<file path="src/rtl/seq_sub_32_pkg.sv">
// Shared types and constants for the sequential slice subtractor.
// Optional add mode is enabled by defining SEQ_SUB_ADD_MODE_EN.
package seq_sub_32_pkg;
    localparam int SLICE      = 8;
    localparam int WIDTH_DEF  = 32;
    localparam int NSLICE_DEF = WIDTH_DEF / SLICE;

    typedef enum logic [1:0] {IDLE, RUN, DONE} state_t;

    function automatic int cnt_w(input int n);
        return (n > 1) ? $clog2(n) : 1;
    endfunction

    localparam int CNT_W = cnt_w(NSLICE_DEF);
endpackage

</file>
<file path="src/rtl/seq_sub_32_if.sv">
// Handshake/operand/result bundle for seq_sub_32.
// The op select only exists when SEQ_SUB_ADD_MODE_EN is defined.
interface seq_sub_32_if #(parameter int WIDTH = 32);
    logic             start;
    logic [WIDTH-1:0] in1;
    logic [WIDTH-1:0] in2;
`ifdef SEQ_SUB_ADD_MODE_EN
    logic             op;
`endif
    logic             busy;
    logic             done;
    logic [WIDTH-1:0] diff;
    logic             bout;
    logic             ovf;
    logic             zero;

`ifdef SEQ_SUB_ADD_MODE_EN
    modport master (output start, in1, in2, op, input busy, done, diff, bout, ovf, zero);
    modport slave  (input start, in1, in2, op, output busy, done, diff, bout, ovf, zero);
`else
    modport master (output start, in1, in2, input busy, done, diff, bout, ovf, zero);
    modport slave  (input start, in1, in2, output busy, done, diff, bout, ovf, zero);
`endif
endinterface

</file>
<file path="src/rtl/seq_sub_32_cla_8.sv">
// 8-bit carry-lookahead adder slice built from prefix group generate/propagate terms.
// ovf is the carry into bit 7 XOR the carry out of bit 7.
module cla_8 (
    input  logic [7:0] a,
    input  logic [7:0] b,
    input  logic       cin,
    output logic [7:0] sum,
    output logic       cout,
    output logic       ovf,
    output logic       pout,
    output logic       gout
);
    logic [7:0] p, g, grp_p, grp_g;
    logic [8:0] c;

    always_comb begin
        p     = a ^ b;
        g     = a & b;
        grp_g = '0;
        grp_p = '0;
        c     = '0;
        c[0]  = cin;
        for (int i = 0; i < 8; i++) begin
            if (i == 0) begin
                grp_g[i] = g[i];
                grp_p[i] = p[i];
            end else begin
                grp_g[i] = g[i] | (p[i] & grp_g[i-1]);
                grp_p[i] = p[i] & grp_p[i-1];
            end
            c[i+1] = grp_g[i] | (grp_p[i] & cin);
        end
    end

    assign sum  = p ^ c[7:0];
    assign cout = c[8];
    assign ovf  = c[8] ^ c[7];
    assign pout = grp_p[7];
    assign gout = grp_g[7];
endmodule

</file>
<file path="src/rtl/seq_sub_32.sv">
// Multi-cycle subtractor: one 8-bit slice per cycle through a shared cla_8, LSB slice first.
// Defining SEQ_SUB_ADD_MODE_EN adds an op input that selects add instead of subtract.
module seq_sub_32
    import seq_sub_32_pkg::*;
#(
    parameter int WIDTH = 32
) (
    input  logic         clock,
    input  logic         reset_n,
    seq_sub_32_if.slave  bus
);
    localparam int NSLICE = WIDTH / SLICE;
    localparam int CW     = cnt_w(NSLICE);

    state_t           state_q, state_d;
    logic [CW-1:0]    cnt_q, cnt_d;
    logic [WIDTH-1:0] opa_q, opa_d, opb_q, opb_d, diff_q, diff_d;
    logic             carry_q, carry_d;
    logic             bout_q, bout_d, ovf_q, ovf_d, zero_q, zero_d;
`ifdef SEQ_SUB_ADD_MODE_EN
    logic             add_q, add_d;
`endif

    logic [SLICE-1:0] slice_sum;
    logic             slice_cout, slice_ovf;
    logic             slice_pout_unused, slice_gout_unused;

    // Operands shift right each RUN cycle so the adder always sees the low slice.
    cla_8 u_cla (
        .a    (opa_q[SLICE-1:0]),
        .b    (opb_q[SLICE-1:0]),
        .cin  (carry_q),
        .sum  (slice_sum),
        .cout (slice_cout),
        .ovf  (slice_ovf),
        .pout (slice_pout_unused),
        .gout (slice_gout_unused)
    );

    always_comb begin
        state_d = state_q;
        cnt_d   = cnt_q;
        opa_d   = opa_q;
        opb_d   = opb_q;
        diff_d  = diff_q;
        carry_d = carry_q;
        bout_d  = bout_q;
        ovf_d   = ovf_q;
        zero_d  = zero_q;
`ifdef SEQ_SUB_ADD_MODE_EN
        add_d   = add_q;
`endif
        case (state_q)
            IDLE: begin
                if (bus.start) begin
                    opa_d   = bus.in1;
`ifdef SEQ_SUB_ADD_MODE_EN
                    add_d   = bus.op;
                    opb_d   = bus.op ? bus.in2 : ~bus.in2;
                    carry_d = ~bus.op;
`else
                    opb_d   = ~bus.in2;
                    carry_d = 1'b1;
`endif
                    cnt_d   = '0;
                    state_d = RUN;
                end
            end
            RUN: begin
                diff_d[int'(cnt_q)*SLICE +: SLICE] = slice_sum;
                carry_d = slice_cout;
                cnt_d   = cnt_q + CW'(1);
                opa_d   = opa_q >> SLICE;
                opb_d   = opb_q >> SLICE;
                if (cnt_q == CW'(NSLICE - 1)) begin
                    ovf_d   = slice_ovf;
`ifdef SEQ_SUB_ADD_MODE_EN
                    bout_d  = add_q ? slice_cout : ~slice_cout;
`else
                    bout_d  = ~slice_cout;
`endif
                    zero_d  = (diff_d == '0);
                    state_d = DONE;
                end
            end
            DONE:    state_d = IDLE;
            default: state_d = IDLE;
        endcase
    end

    always_ff @(posedge clock or negedge reset_n) begin
        if (!reset_n) begin
            state_q <= IDLE;
            cnt_q   <= '0;
            opa_q   <= '0;
            opb_q   <= '0;
            diff_q  <= '0;
            carry_q <= 1'b0;
            bout_q  <= 1'b0;
            ovf_q   <= 1'b0;
            zero_q  <= 1'b0;
`ifdef SEQ_SUB_ADD_MODE_EN
            add_q   <= 1'b0;
`endif
        end else begin
            state_q <= state_d;
            cnt_q   <= cnt_d;
            opa_q   <= opa_d;
            opb_q   <= opb_d;
            diff_q  <= diff_d;
            carry_q <= carry_d;
            bout_q  <= bout_d;
            ovf_q   <= ovf_d;
            zero_q  <= zero_d;
`ifdef SEQ_SUB_ADD_MODE_EN
            add_q   <= add_d;
`endif
        end
    end

    assign bus.busy = (state_q == RUN);
    assign bus.done = (state_q == DONE);
    assign bus.diff = diff_q;
    assign bus.bout = bout_q;
    assign bus.ovf  = ovf_q;
    assign bus.zero = zero_q;
endmodule

</file>
<file path="src/flat_wrapper.sv">
// flat-port wrapper written by rule: the top's interface ports become plain ports
module seq_sub_32_flat import seq_sub_32_pkg::*;
#(
    parameter int WIDTH = 32
)
  (clock, reset_n, bus_start, bus_in1, bus_in2, bus_busy, bus_done, bus_diff, bus_bout, bus_ovf, bus_zero);
  seq_sub_32_if #(.WIDTH(WIDTH)) bus_i ();
  input  logic clock;
  input  logic reset_n;
  input wire logic [$bits(bus_i.start)-1:0] bus_start;
  input wire logic [$bits(bus_i.in1)-1:0] bus_in1;
  input wire logic [$bits(bus_i.in2)-1:0] bus_in2;
  output wire logic [$bits(bus_i.busy)-1:0] bus_busy;
  output wire logic [$bits(bus_i.done)-1:0] bus_done;
  output wire logic [$bits(bus_i.diff)-1:0] bus_diff;
  output wire logic [$bits(bus_i.bout)-1:0] bus_bout;
  output wire logic [$bits(bus_i.ovf)-1:0] bus_ovf;
  output wire logic [$bits(bus_i.zero)-1:0] bus_zero;
  assign bus_i.start = bus_start;
  assign bus_i.in1 = bus_in1;
  assign bus_i.in2 = bus_in2;
  assign bus_busy = bus_i.busy;
  assign bus_done = bus_i.done;
  assign bus_diff = bus_i.diff;
  assign bus_bout = bus_i.bout;
  assign bus_ovf = bus_i.ovf;
  assign bus_zero = bus_i.zero;
  seq_sub_32 #(.WIDTH(WIDTH)) u_core (.clock(clock), .reset_n(reset_n), .bus(bus_i));
endmodule
</file>
<file path="config.mk">
export PLATFORM = sky130hd
export DESIGN_NAME = seq_sub_32_flat
export DESIGN_NICKNAME = d
export VERILOG_FILES = /design/src/rtl/seq_sub_32_pkg.sv /design/src/rtl/seq_sub_32_if.sv /design/src/rtl/seq_sub_32_cla_8.sv /design/src/rtl/seq_sub_32.sv /design/src/flat_wrapper.sv
export SDC_FILE = /design/constraint.sdc
export NUM_CORES = 1
export LEC_CHECK = 0
export CAP_MARGIN = 20
export CORE_MARGIN = 5
export CORE_UTILIZATION = 51
export DETAILED_ROUTE_END_ITERATION = 7
export MAX_ROUTING_LAYER = met4
export PLACE_DENSITY = 0.81
export SYNTH_ARGS = -nofsm -noshare
export SYNTH_HDL_FRONTEND = slang
export SYNTH_SLANG_ARGS = --single-unit
</file>
<file path="constraint.sdc">
create_clock -name clock -period 2.55 [get_ports clock]
set_clock_uncertainty 0.2 [all_clocks]
set_input_delay 0.51 -clock clock [delete_from_list [all_inputs] [get_ports clock]]
set_output_delay 0.51 -clock clock [all_outputs]
set_load 0.01 [all_outputs]
</file>
==> out/results.tsv <==
metric	value	unit
synth.cell_area	4932	um2
async_flop_share	100.0	%
status	complete, no violations	
numClockSinks	104	
fmax	407.5	MHz
drc	0	
dieHeight	108.3	um
grt-ovfl-total	0	
core	9328	um2
die_x	108.3	um
clock_latency	0.36	ns
grt_pass1_vias	4018	
cpPeakStageDelay	0.60	ns
syn_nets	586	
use_met2	34.64	%
design_area	6355	um2
r2r_end	u_core.bus.zero	
via_per_inst	5.393	
peakVddDrop	0.4923	mV
ys_top_cells_by_area	dfrtp_1 53%, o21ai_0 8.5%, nand2_1 6.8%, mux2i_1 5.3%, a22o_1 3.9%	
yosysSeqAreaShare	52.77	%
antenna_found_initial	0	
grt_max_degree	90	
grt_pass1_wl	19380	um
port_buffers	103	
crit_chain	nand2b_1 -> inv_4 -> clkdlybuf4s50_1	
tightest_slew	0.6173	ns
io_pins	104	
report.final.hold_viol_count	0	
min_to	u_core.bus.ovf	
cts.reportedPaths.clkPinSlew	0.10	ns
ant_nets	0	
synth_most_common_cell	dfrtp_1	
period_share	96.24	%
crit_path_end_kind	output pin	
pre_cts_ws	0.1458	ns
maxSlewHeadroom	58.85	%
area_delta_synth_final	28.84	%
reg2reg_from	u_core.opb_q[4]	
crit_slowest_cell	clkdlybuf4s50_1	
synth-main-ff-cell	dfrtp_1	
h-tree-depth	3	
first_iter_violations	194	
grt_use_met1	27.70	%
fin_setup_tns	0	ns
layout-drive-gt1-share	7.680	%
period_minus_slack	2.454	ns
avgSynthCellArea	9.786	um2
drt_pass1_iterations	4	
wirelength	11630	um
cts_buffer_depth	2	
rows	35	
setup-violations-final	0	
path_max_fanout	12	
powerDensity	1277	nW/um2
cts_buffers	9	
fin_nets	689	
cp.required	1.84	ns
drv_slew	0	
synth_common_cells	104 x dfrtp_1, 89 x nand2_1, 84 x o21ai_0	
hold_depth	2	
n_antenna_cell	0	
vias	3996	
gr-usage-met3	3.701	%
place.gp.congestion	0.9023	
start_util	52.88	%
track_usage	21.56	%
die-area	11740	um2
crit_path_start_kind	register	
setup_slack	0.09598	ns
synth.distinct_cells	52	
synthCells	504	
yosysTopAreaCellShare	52.77	%
crit_arrival	1.74	ns
synth_top_area_cell	dfrtp_1	
holdCritStartpoint	u_core.bus.ovf	
leakagePower	0.002817	uW
synth_edf_count	0	
r2r_slack	0.17	ns
grt_busiest_layer	met2	
r2r_cells	7	
hold_class	register to register	
whs	0.2868	ns
ys_warn_count	0	
cts_root_buf	clkbuf_8	
ys_seq_elements	104	
tritoncts	done	
critical_path_class	register to output pin	
dp_hpwl	8804	um
post_drt_wl_per_cell	15.69	um
place_area	6160	um2
max_cap_violations	0	
[worst max-delay path, delay by kind of cell (launching register included)]
| family | cells | cell delay (ns) |
|---|---|---|
| buffers and inverters | 2 | 0.77 |
| DFF | 1 | 0.41 |
| and+or+nand+nor | 1 | 0.20 |
[power breakdown]
group	internal, uW	switching (uW)	leakage (uW)	total (uW)
clock network	366	594	0.0000915	960
registers	2300	440	0.00136	2740
logic	1930	2490	0.00137	4420
total	4600	3520	0.00282	8120
[cell type report]
class	count	area, um2
Clock buffer	9	123.9
Clock inverter	7	55.05
Fill cell	739	2973
Inverter	5	21.27
Multi-Input combinational cell	370	2217
Sequential cell	104	2603
Tap cell	129	161.4
Timing Repair Buffer	117	1174
[cells by family (layout without fill, tap and decap cells)]
logic type / count (synthesis) / count (layout) / synth area share (%)
simple gates: 161 / 161 / 14.69
fa+ha+maj: 15 / 15 / 3.957
mux: 27 / 27 / 5.505
compound gates: 161 / 161 / 19.43
flops: 104 / 104 / 52.77
xor+xnor: 6 / 6 / 1.066
buf+inv: 30 / 138 / 2.588
[repair_timing]
| item | CTS | global route |
|---|---|---|
| hold buffers | 1 | 0 |
| buffers inserted | 0 | 0 |
| hold endpoints to repair | 40 | 0 |
| setup endpoints to repair | 0 | 5 |
| resized for setup | 0 | 2 |
[worst max path at each step]
stage,from,cells after the start,slack (ns),end
2_1_floorplan,u_core.carry_q,6,0.41,u_core.bus.zero
3_3_place_gp,u_core.opb_q[2],7,0.23,u_core.bus.diff[15]
3_5_place_dp,u_core.opb_q[2],7,0.15,u_core.bus.diff[23]
4_1_cts,u_core.state_q[1],3,0.02,bus_busy
5_1_grt,u_core.state_q[1],3,-0.004,bus_busy
6_report,u_core.state_q[1],3,0.1,bus_busy
[flip-flops by register name, indices dropped and copies added (netlist names)]
register and cells:
u_core.opa_q 32, u_core.opb_q 32, u_core.state_q 2, u_core.bus.ovf 1
u_core.carry_q 1, u_core.cnt_q 2, u_core.bus.zero 1, u_core.bus.diff 32
u_core.bus.bout 1
[layer usage]
metal | vias to the layer above | share of wire [%] | routed length, um
met5 | - | 0 | 0
met2 | 110 | 49 | 5704
met3 | 13 | 5.4 | 629
li1 | 1970 | - | -
met4 | 0 | 1.5 | 175
met1 | 1903 | 44 | 5117
[cells in the final DEF, fill, tap and decap left out, drive strengths merged, types with 3 or more instances in the layout]
master,instances
o21bai,3
xor2,3
xnor2,3
a21oi,35
nand2,90
or3,3
nor3,5
clkbuf,9
a22o,23
dfrtp,104
nand3b,3
clkinv,4
mux2i,26
a31oi,3
buf,14
ha,14
clkdlybuf4s50,102
nor4,4
o21ai,85
nor2,36
inv,7
nand2b,7
[per-stage QoR]
step / total power, uW / util, % / cells
after floorplan: 5505 / - / 504
after global placement: 7057 / 66.04 / 724
after detailed placement: 7189 / 66.04 / 724
after CTS: 8147 / 68.06 / 741
after global routing: 8771 / 68.13 / 741
final: 8116 / 68.13 / 741
(Power assumes the default switching activity.)
